$ cat config.mk
export PLATFORM = sky130hd
export DESIGN_NAME = execute_stage_hs
export DESIGN_NICKNAME = d
export VERILOG_FILES = /design/src/rtl/execute_stage_hs.sv
export SDC_FILE = /design/constraint.sdc
export NUM_CORES = 1
export LEC_CHECK = 0
export ABC_AREA = 1
export BUFFER_PORTS_ARGS = -buffer_cell sky130_fd_sc_hd__buf_2
export CORE_ASPECT_RATIO = 2
export CORE_UTILIZATION = 35
export CTS_CLUSTER_SIZE = 25
export DETAILED_ROUTE_END_ITERATION = 6
export PLACE_DENSITY_LB_ADDON = 0.05
export SYNTH_ARGS = -nofsm -noshare
export SYNTH_HDL_FRONTEND = slang
export SYNTH_SLANG_ARGS = --single-unit
$ cat constraint.sdc
create_clock -name clk -period 3.1 [get_ports clk]
set_clock_uncertainty 0.2 [all_clocks]
set_input_delay 0.93 -clock clk [delete_from_list [all_inputs] [get_ports clk]]
set_output_delay 0.93 -clock clk [all_outputs]
set_load 0.01 [all_outputs]
$ cat src/rtl/execute_stage_hs.sv
// -----------------------------------------------------------------------------
// execute_stage_hs
//
// Execute stage of the pipelined RISC-V core with valid/ready handshakes on
// the decode side and the memory side. Single-cycle ALU ops are written into
// the one registered output slot on the accepting edge. With EX_MULDIV_EN
// defined, an iterative unsigned multiply/divide unit runs one bit per cycle
// (DATA_W cycles) and stalls decode until its result is loaded into the slot.
// Without EX_MULDIV_EN, md_i/md_op_i are ignored and every op uses the ALU.
//
// Ports
//   clk, reset          clock (rising edge), async active-low reset
//   in_valid_i/in_ready_o   decode-side handshake
//   has_imm_i, alu_alt_i, alu_op_i, rf_data0_i, rf_data1_i, imm32_i
//                       operands and ALU control (alt: SUB / SRA)
//   rf_we_i, mem_we_i, mem2rf_i, branch_i, check_eq_i, rf_waddr_i, pc_plus1_i
//                       sidebands carried to the output slot
//   md_i, md_op_i       mul/div select: 00 MUL, 01 MULHU, 10 DIVU, 11 REMU
//   flush_i             drop in-flight and held work
//   out_valid_o/out_ready_i memory-side handshake
//   rf_we_o .. pc_branch_o  registered output slot
//   busy_o              mul/div unit not idle
//
// ALU opcodes: 0 ADD/SUB, 1 SLL, 2 SLT, 3 SLTU, 4 XOR, 5 SRL/SRA, 6 OR, 7 AND
// -----------------------------------------------------------------------------
module execute_stage_hs #(
    parameter int ALU_OP_W = 3,
    parameter int DATA_W   = 32,
    parameter int IMM_W    = 32,
    parameter int ADDR_W   = 32,
    parameter int PC_W     = 32
) (
    input  logic                clk,
    input  logic                reset,
    input  logic                in_valid_i,
    output logic                in_ready_o,
    input  logic                has_imm_i,
    input  logic                alu_alt_i,
    input  logic                rf_we_i,
    input  logic                mem_we_i,
    input  logic                mem2rf_i,
    input  logic                branch_i,
    input  logic                check_eq_i,
    input  logic [ALU_OP_W-1:0] alu_op_i,
    input  logic                md_i,
    input  logic [1:0]          md_op_i,
    input  logic [IMM_W-1:0]    imm32_i,
    input  logic [DATA_W-1:0]   rf_data0_i,
    input  logic [DATA_W-1:0]   rf_data1_i,
    input  logic [ADDR_W-1:0]   rf_waddr_i,
    input  logic [PC_W-1:0]     pc_plus1_i,
    input  logic                flush_i,
    output logic                out_valid_o,
    input  logic                out_ready_i,
    output logic                rf_we_o,
    output logic                mem_we_o,
    output logic                mem2rf_o,
    output logic                branch_o,
    output logic                check_eq_o,
    output logic [DATA_W-1:0]   mem_wdata_o,
    output logic [DATA_W-1:0]   alu_result_o,
    output logic [ADDR_W-1:0]   rf_waddr_o,
    output logic [PC_W-1:0]     pc_branch_o,
    output logic                busy_o
);

    localparam int SH_W = $clog2(DATA_W);
    // Sideband bundle: 5 control bits, store data, write address, branch target
    localparam int SB_W = 5 + DATA_W + ADDR_W + PC_W;

    logic                r_out_valid;
    logic [SB_W-1:0]     r_out_sb;
    logic [DATA_W-1:0]   r_result;

    logic [DATA_W-1:0]   w_src0;
    logic [DATA_W-1:0]   w_src1;
    logic [SH_W-1:0]     w_shamt;
    logic [PC_W-1:0]     w_pc_branch;
    logic [SB_W-1:0]     w_sb_in;
    logic [DATA_W-1:0]   w_alu;
    logic                w_slot_free;
    logic                w_idle;
    logic                w_accept;
    logic                w_md_sel;
    logic                w_alu_acc;
    logic                w_md_done;
    logic [DATA_W-1:0]   w_md_result;
    logic [SB_W-1:0]     w_md_sb;

    assign w_src0      = rf_data0_i;
    assign w_src1      = has_imm_i ? DATA_W'(imm32_i) : rf_data1_i;
    assign w_shamt     = w_src1[SH_W-1:0];
    assign w_pc_branch = pc_plus1_i + PC_W'(imm32_i);
    assign w_sb_in     = {rf_we_i, mem_we_i, mem2rf_i, branch_i, check_eq_i,
                          rf_data1_i, rf_waddr_i, w_pc_branch};

    assign w_slot_free = !r_out_valid || out_ready_i;
    assign in_ready_o  = w_idle && w_slot_free && !flush_i;
    assign w_accept    = in_valid_i && in_ready_o;
    assign w_alu_acc   = w_accept && !w_md_sel;

    always_comb begin
        w_alu = '0;
        case (alu_op_i)
            ALU_OP_W'(0): w_alu = alu_alt_i ? (w_src0 - w_src1) : (w_src0 + w_src1);
            ALU_OP_W'(1): w_alu = w_src0 << w_shamt;
            ALU_OP_W'(2): w_alu = {{(DATA_W-1){1'b0}}, ($signed(w_src0) < $signed(w_src1))};
            ALU_OP_W'(3): w_alu = {{(DATA_W-1){1'b0}}, (w_src0 < w_src1)};
            ALU_OP_W'(4): w_alu = w_src0 ^ w_src1;
            ALU_OP_W'(5): w_alu = alu_alt_i ? DATA_W'($signed(w_src0) >>> w_shamt)
                                            : (w_src0 >> w_shamt);
            ALU_OP_W'(6): w_alu = w_src0 | w_src1;
            ALU_OP_W'(7): w_alu = w_src0 & w_src1;
            default:      w_alu = '0;
        endcase
    end

`ifdef EX_MULDIV_EN
    localparam int CNT_W = $clog2(DATA_W);

    typedef enum logic [1:0] {S_IDLE, S_ITER, S_DONE} state_t;

    state_t              r_state;
    logic [CNT_W-1:0]    r_cnt;
    logic [1:0]          r_md_op;
    logic [DATA_W-1:0]   r_hi;    // product high half / partial remainder
    logic [DATA_W-1:0]   r_lo;    // multiplier -> product low half / dividend -> quotient
    logic [DATA_W-1:0]   r_b;     // multiplicand / divisor
    logic [SB_W-1:0]     r_md_sb;

    logic [DATA_W:0]     w_msum;
    logic [DATA_W:0]     w_shift;
    logic [DATA_W:0]     w_trial;

    assign w_md_sel    = md_i;
    assign w_idle      = (r_state == S_IDLE);
    assign busy_o      = !w_idle;
    assign w_md_done   = (r_state == S_DONE) && w_slot_free;
    // MUL/DIVU deliver the low register, MULHU/REMU the high one
    assign w_md_result = r_md_op[0] ? r_hi : r_lo;
    assign w_md_sb     = r_md_sb;

    // Shift-add step: add multiplicand when the current multiplier bit is set,
    // then shift {carry, hi, lo} right by one.
    assign w_msum  = {1'b0, r_hi} + (r_lo[0] ? {1'b0, r_b} : '0);
    // Restoring-divide step: bring in the next dividend bit and trial-subtract.
    // A zero divisor always succeeds, giving all-ones quotient and remainder = dividend.
    assign w_shift = {r_hi, r_lo[DATA_W-1]};
    assign w_trial = w_shift - {1'b0, r_b};

    always_ff @(posedge clk or negedge reset) begin
        if (!reset) begin
            r_state <= S_IDLE;
            r_cnt   <= '0;
        end else if (flush_i) begin
            r_state <= S_IDLE;
            r_cnt   <= '0;
        end else begin
            case (r_state)
                S_IDLE: begin
                    r_cnt <= '0;
                    if (w_accept && md_i)
                        r_state <= S_ITER;
                end
                S_ITER: begin
                    if (r_cnt == CNT_W'(DATA_W - 1)) begin
                        r_cnt   <= '0;
                        r_state <= S_DONE;
                    end else begin
                        r_cnt <= r_cnt + CNT_W'(1);
                    end
                end
                S_DONE: begin
                    if (w_slot_free)
                        r_state <= S_IDLE;
                end
                default: r_state <= S_IDLE;
            endcase
        end
    end

    // Iteration datapath; only meaningful while the FSM is in ITER/DONE
    always_ff @(posedge clk) begin
        if (w_accept && md_i) begin
            r_md_op <= md_op_i;
            r_hi    <= '0;
            r_lo    <= md_op_i[1] ? w_src0 : w_src1;
            r_b     <= md_op_i[1] ? w_src1 : w_src0;
            r_md_sb <= w_sb_in;
        end else if (r_state == S_ITER) begin
            if (r_md_op[1]) begin
                if (!w_trial[DATA_W]) begin
                    r_hi <= w_trial[DATA_W-1:0];
                    r_lo <= {r_lo[DATA_W-2:0], 1'b1};
                end else begin
                    r_hi <= w_shift[DATA_W-1:0];
                    r_lo <= {r_lo[DATA_W-2:0], 1'b0};
                end
            end else begin
                r_hi <= w_msum[DATA_W:1];
                r_lo <= {w_msum[0], r_lo[DATA_W-1:1]};
            end
        end
    end
`else
    logic w_unused_md;

    assign w_unused_md = ^{md_i, md_op_i};
    assign w_md_sel    = 1'b0;
    assign w_idle      = 1'b1;
    assign busy_o      = 1'b0;
    assign w_md_done   = 1'b0;
    assign w_md_result = '0;
    assign w_md_sb     = '0;
`endif

    // Output slot: flush wins, then ALU accept, then mul/div completion, then drain
    always_ff @(posedge clk or negedge reset) begin
        if (!reset) begin
            r_out_valid <= 1'b0;
            r_out_sb    <= '0;
            r_result    <= '0;
        end else if (flush_i) begin
            r_out_valid <= 1'b0;
        end else if (w_alu_acc) begin
            r_out_valid <= 1'b1;
            r_out_sb    <= w_sb_in;
            r_result    <= w_alu;
        end else if (w_md_done) begin
            r_out_valid <= 1'b1;
            r_out_sb    <= w_md_sb;
            r_result    <= w_md_result;
        end else if (w_slot_free) begin
            r_out_valid <= 1'b0;
        end
    end

    assign out_valid_o  = r_out_valid;
    assign alu_result_o = r_result;
    assign {rf_we_o, mem_we_o, mem2rf_o, branch_o, check_eq_o,
            mem_wdata_o, rf_waddr_o, pc_branch_o} = r_out_sb;

endmodule
Word level (Yosys, flattened, before mapping) --
Index checks and enable logic that the tools add are counted.
Word-level totals: register bits 134, bits in latches 0, bits in writable memories 0, bits in read-only memories 0, input bits 178, word-level logic and storage cells 37, memories 0
Cells by class: add/sub/neg operators 3, multipliers 0, div/mod/pow operators 0, magnitude comparators 2, equal/unequal tests 7, shift operators 3, muxes and demuxes 7, bitwise operators 4, reductions and logical operators 8
Operator list (count):
- one-hot mux 32 bit (8 select lines) | 1
- two-way mux 32 bit | 3
- adder 32 bit | 2
- less-than comparator 32 bit | 2
- AND 32 bit | 1
- bitwise OR 32 bit | 1
- left shift 32 x 5 -> 32 bit | 1
- >> shifter 32 x 5 -> 32 bit | 1
- >>> shifter 32 x 5 -> 32 bit | 1
- subtractor 32 bit | 1
- bitwise XOR 32 bit | 1
- == test 3 bit, second input constant | 4
- == test 3 x 2 -> 1 bit, second input constant | 2
- == test 3 x 1 -> 1 bit, second input constant | 1
- zero test 3 bit | 1
- two-way mux 1 bit | 3
- nonzero test 3 bit | 1
- logical AND 1 bit | 2
- zero test 1 bit | 2
- AND reduction 2 bit | 1
- logical OR 1 bit | 1
- inverter 1 bit | 1

Longest topological paths before layout --
depth after elaboration 6, mapped depth 24, gate-level depth less buffers 22

Worst setup path after synthesis --
No wires, ideal clock.
path type in2reg, start point in has_imm_i, end point reg r_result[9] (netlist: alu_result_o[9]), arrival 3.275 ns, data required time 2.834 ns, path slack -0.440 ns, stages on the path 19, path buffers 3, path through inv_1 or2_1 o21ai_2 clkbuf_1 buf_2 ha_1 buf_2 a21oi_1 nand2_1 nand2_1 nand2_1 nand2_1 o21ai_0 or2_2 nand3_1 nand2_1 inv_1 nand2_1 nand2_1
On the way: longest elaborated chain between the ends 4
Ends and longest elaborated chain:
- start, declared | RTL line 37 | input logic has_imm_i,
- two-way mux 32 bit * | RTL line 91 | assign w_src1 = has_imm_i ? DATA_W'(imm32_i) : rf_data1_i;
- adder 32 bit (tied with other cells) | RTL line 105 | ALU_OP_W'(0): w_alu = alu_alt_i ? (w_src0 - w_src1) : (w_src0 + w_src1);
- two-way mux 32 bit (on tied branches) | RTL line 105, 110
- one-hot mux 32 bit (8 select lines) * | RTL line 104 | case (alu_op_i)
- end signal, assigned | RTL line 228 | r_result <= w_alu;
- end signal, assigned | RTL line 232 | r_result <= w_md_result;
- end, declared | RTL line 73 | logic [DATA_W-1:0] r_result;
Mark *: on every way between the ends. The rest lies on a longest branch, timed or not. A chain may end at the register's enable or synchronous reset.

Final worst setup path --
start point in has_imm_i, end point reg r_result[8] (netlist: alu_result_o[8])
The elaborated chain is that of the path after synthesis.

==> impl_summary.log <==
[metrics] setup ws final: -264.1 ps
[metrics] count of endpoints failing setup in the final report: 27
[metrics] worst-case setup slack after placement: -1064 ps
[metrics] delay contributed by the slowest stage of the critical path: 260 ps
[metrics] count of flip-flops with a built-in enable after synthesis: 0
[metrics] number of hold buffers added after CTS: 0
[metrics] fraction of synthesized cell area taken by the top area cell type: around 24%
[metrics] via count of the first global-routing pass: between 20000 and 30000
[metrics] die height: ~310 um
[metrics] worst flop-to-flop path endpoint: r_out_sb[16]
[metrics] number of antenna violations at the first check in global routing: 10
[metrics] global-route wire length before repair: around 160000 um
[metrics] die span in x: between 150 and 200 um
[metrics] First DRT Iteration DRCs: roughly 1900
[metrics] leading area contributor after synthesis: nand2_1
[metrics] Hold/Removal Path Class: in -> async
[metrics] count of pins on the block boundary: approximately 310
[metrics] register area share after synthesis: about a fifth
[metrics] commonest non-fill, non-tap cells in the layout: nand2_1, buf_4, nand3_1
[metrics] detailed-routed wire length on met3: around 8000 um
[metrics] CP Buf/Inv Count: 8
[metrics] critical path startpoint category: input pin
[metrics] Placed Cells: between 4000 and 5000
[metrics] failing checks: negative setup slack
[metrics] GRT Resource Usage Total: 45.64%
[metrics] number of buffers created by CTS: 17
[metrics] peak clock frequency supported by timing: around 0.3 GHz
[metrics] clock tree root buffer cell: clkbuf_16
[metrics] Overflow after GRT: 0
[metrics] net count reported at finish: 4168
[metrics] remaining max-slew budget at the tightest pin: roughly 58%
[metrics] type of the setup path with the least slack: in -> reg
[metrics] flop-to-flop setup slack: between 900 and 1000 ps
[metrics] Req. time, crit path: 3250 ps
[metrics] Met2 Wirelength: 54420 um
[metrics] vias per inst: around 5.5
[metrics] worst path arrival time: around 3500 ps
[metrics] number of storage elements in the synthesis netlist: about 130
[metrics] kind of cell with the highest combined delay on the critical path: buffers and inverters
[metrics] DRT met1 WL: 33860 um
[metrics] number of fill cells: 4767
[metrics] worst-margin pin slew: approximately 630 ps
[metrics] synthesized area per cell: about 5.8 um^2
[metrics] core outline area: approximately 0.048 mm^2
[metrics] placer's final routability congestion estimate: roughly 1.0
[metrics] die footprint: roughly 0.049 mm^2
[metrics] biggest fanout along the worst timing path: 6
[metrics] fin crit share: 108.5%
[metrics] ratio of cells with drive above 1 in the final layout: approximately 43%
[metrics] Cell Chain, Critical Path: buf_16 > inv_16 > buf_8 > or2_4 > o21ai_4 > buf_6 > inv_2 > ha_4 > buf_6 > nand2_2 > nand2_2 > buf_4 > a21oi_2 > nand2_2 > nand2_1 > o21ai_2 > xor2_1 > o211ai_1 > buf_4 > nand2_2
[metrics] Worst-path clk slew: ~70 ps
[metrics] hold violation count in the final report: 0
[metrics] wire per inst: around 25 um
[metrics] most prevalent standard cell on the critical path: nand2_2
[metrics] cell area after synthesis: roughly 0.017 mm^2
[metrics] clock sink total: between 100 and 150
[metrics] Post-Syn Nets: roughly 3200
[metrics] total wire length: around 110000 um
[metrics] total via count after detailed routing: ~25000
[metrics] kind of capture point of the worst setup path: register
[metrics] pwr dens: a little under 400 mW/mm^2
[metrics] max-cap violation count: 0
[metrics] post-layout minimum cycle time: about 3400 ps
[metrics] top layer used by detailed routing: met5
[metrics] port bufs: ~310
[metrics] post-layout instance count excluding filler cells: between 4000 and 5000
[metrics] number of H-tree branching levels: 4
[metrics] Max VDD drop: 0.4326 mV
[metrics] largest cells by area after synthesis: nand2_1, dfrtp_1, nand3_1, ha_1, inv_1
[metrics] length in cells of the worst reg-to-reg path: 6
[metrics] clock tree from TritonCTS: yes
[metrics] total number of yosys warnings: 0
[metrics] antenna-violating nets left: 0
[metrics] count of unresolved DRC violations after routing: 0
[metrics] CP max stage cell: or2_4
[metrics] final slew viol count: 0
[metrics] Post-Route Setup TNS: -3355 ps
[metrics] initial cell density of the core: between 30% and 40%
[metrics] unrepaired setup endpoints after global routing: yes
[metrics] result of the run: finished, violations left
[metrics] most frequent standard cell in the layout excluding fill and tap cells: nand2_1
[metrics] synthesized instance count: 2923
[metrics] # rows: roughly 110
[metrics] worst skew pair latency: 460 ps
[metrics] startpoint of the worst-slack reg-to-reg timing path: out_valid_o
[metrics] largest net degree at the start of global routing: 67
[metrics] HPWL reported at the end of detailed placement: 86390 um
[metrics] overall power of the completed layout: around 11 mW
[metrics] number of search-and-repair iterations in the first detailed-routing pass: 7
[metrics] static leakage power: 14.92 nW
[metrics] Bufs on Longest Clock Path: 2
[metrics] flip-flop cell with the highest count after synthesis: dfrtp_1
[metrics] layout-stage area growth over the synthesis result: 66.16%
[metrics] unique cell type count in the Yosys netlist: 52
[metrics] async set or reset register ratio after synthesis: 100.0%
[stage by stage]
step	instance area [um^2]	hold WS, ps	utilization (%)
2_1_floorplan	17450	308.6	-
3_3_place_gp	24460	257.4	51.50
3_5_place_dp	24460	259.3	51.50
4_1_cts	26590	184.8	55.97
5_1_grt	28040	204.0	59.03
6_report	28060	187.4	59.06
[synthesized netlist by cell type (3+ instances only)]
cell type,instances
nand2_1,1083
nand3_1,432
inv_1,309
nor2_1,177
a21oi_1,137
dfrtp_1,134
o21ai_0,134
ha_1,128
clkbuf_1,65
or2_2,49
buf_2,33
nand4_1,27
nor3_1,25
o21ai_1,17
o21bai_1,16
xor2_1,14
o211ai_1,12
buf_4,11
buf_6,10
o221ai_1,10
nand3b_1,9
a221oi_1,8
xnor2_1,8
a31oi_1,6
a21boi_1,5
and2_1,5
nand2_4,5
o22ai_1,5
buf_1,4
clkinv_1,4
o2111ai_1,4
a21boi_0,3
fa_1,3
inv_2,3
nand3_2,3
nor2_2,3
[worst max-delay path by stage]
stage                          from                to  cells after the start
final                     has_imm_i   alu_result_o[8]                     20
after global routing      has_imm_i  alu_result_o[30]                     21
after detailed placement  has_imm_i  alu_result_o[12]                     21
after global placement    has_imm_i  alu_result_o[12]                     22
after floorplan           has_imm_i   alu_result_o[9]                     21
after CTS                 has_imm_i   alu_result_o[1]                     23
[report_power, final]
group | internal, mW | switching [mW]
sequential | 2.05 | 0.229
combinational | 2.56 | 3.66
clock | 1.24 | 1.04
[layer usage]
layer | track usage (%) | vias up
li1 | - | 11340
met5 | 0 | -
met2 | 77.71 | 1175
met4 | 47.75 | 6
met1 | 40.34 | 11680
met3 | 14.93 | 647
[registers in the layout (all words and copies together) (netlist names)]
signal / cells
r_out_sb: 101
alu_result_o: 32
out_valid_o: 1
[layout make-up]
cell class | instances | area (um^2) | share of cell area [%]
clock buffer | 17 | 425.4 | 1.516
clock inverter | 15 | 196.4 | 0.7002
antenna | 8 | 20.02 | 0.07136
multi-input combinational | 2348 | 14320 | 51.03
tap | 632 | 790.8 | 2.819
sequential | 134 | 3353 | 11.95
inverter | 316 | 1210 | 4.313
timing repair buffer | 1042 | 7742 | 27.60
[worst register-to-register path: cells and delay by family (launching register included)]
kind | cells | cell delay, ps
compound gates | 1 | 270
buf+inv | 2 | 600
flops | 1 | 390
simple gates | 3 | 580
[logic make-up after synthesis]
logic type	synth area share, %
DFF	19.86
other	0.02221
AOI/OAI and AO/OA	12.25
buffers and inverters	10.87
adders and majority gates	9.841
xor gates and xnor gates	1.141
and+or+nand+nor	46.02
[timing repair]
action                                  CTS  global route
setup buffers                            19            27
cloned                                    2             4
pin swaps                                69            95
endpoints found under the setup margin   40            45
gates resized for setup                 338           310
Power figures use the tool's default switching activity.
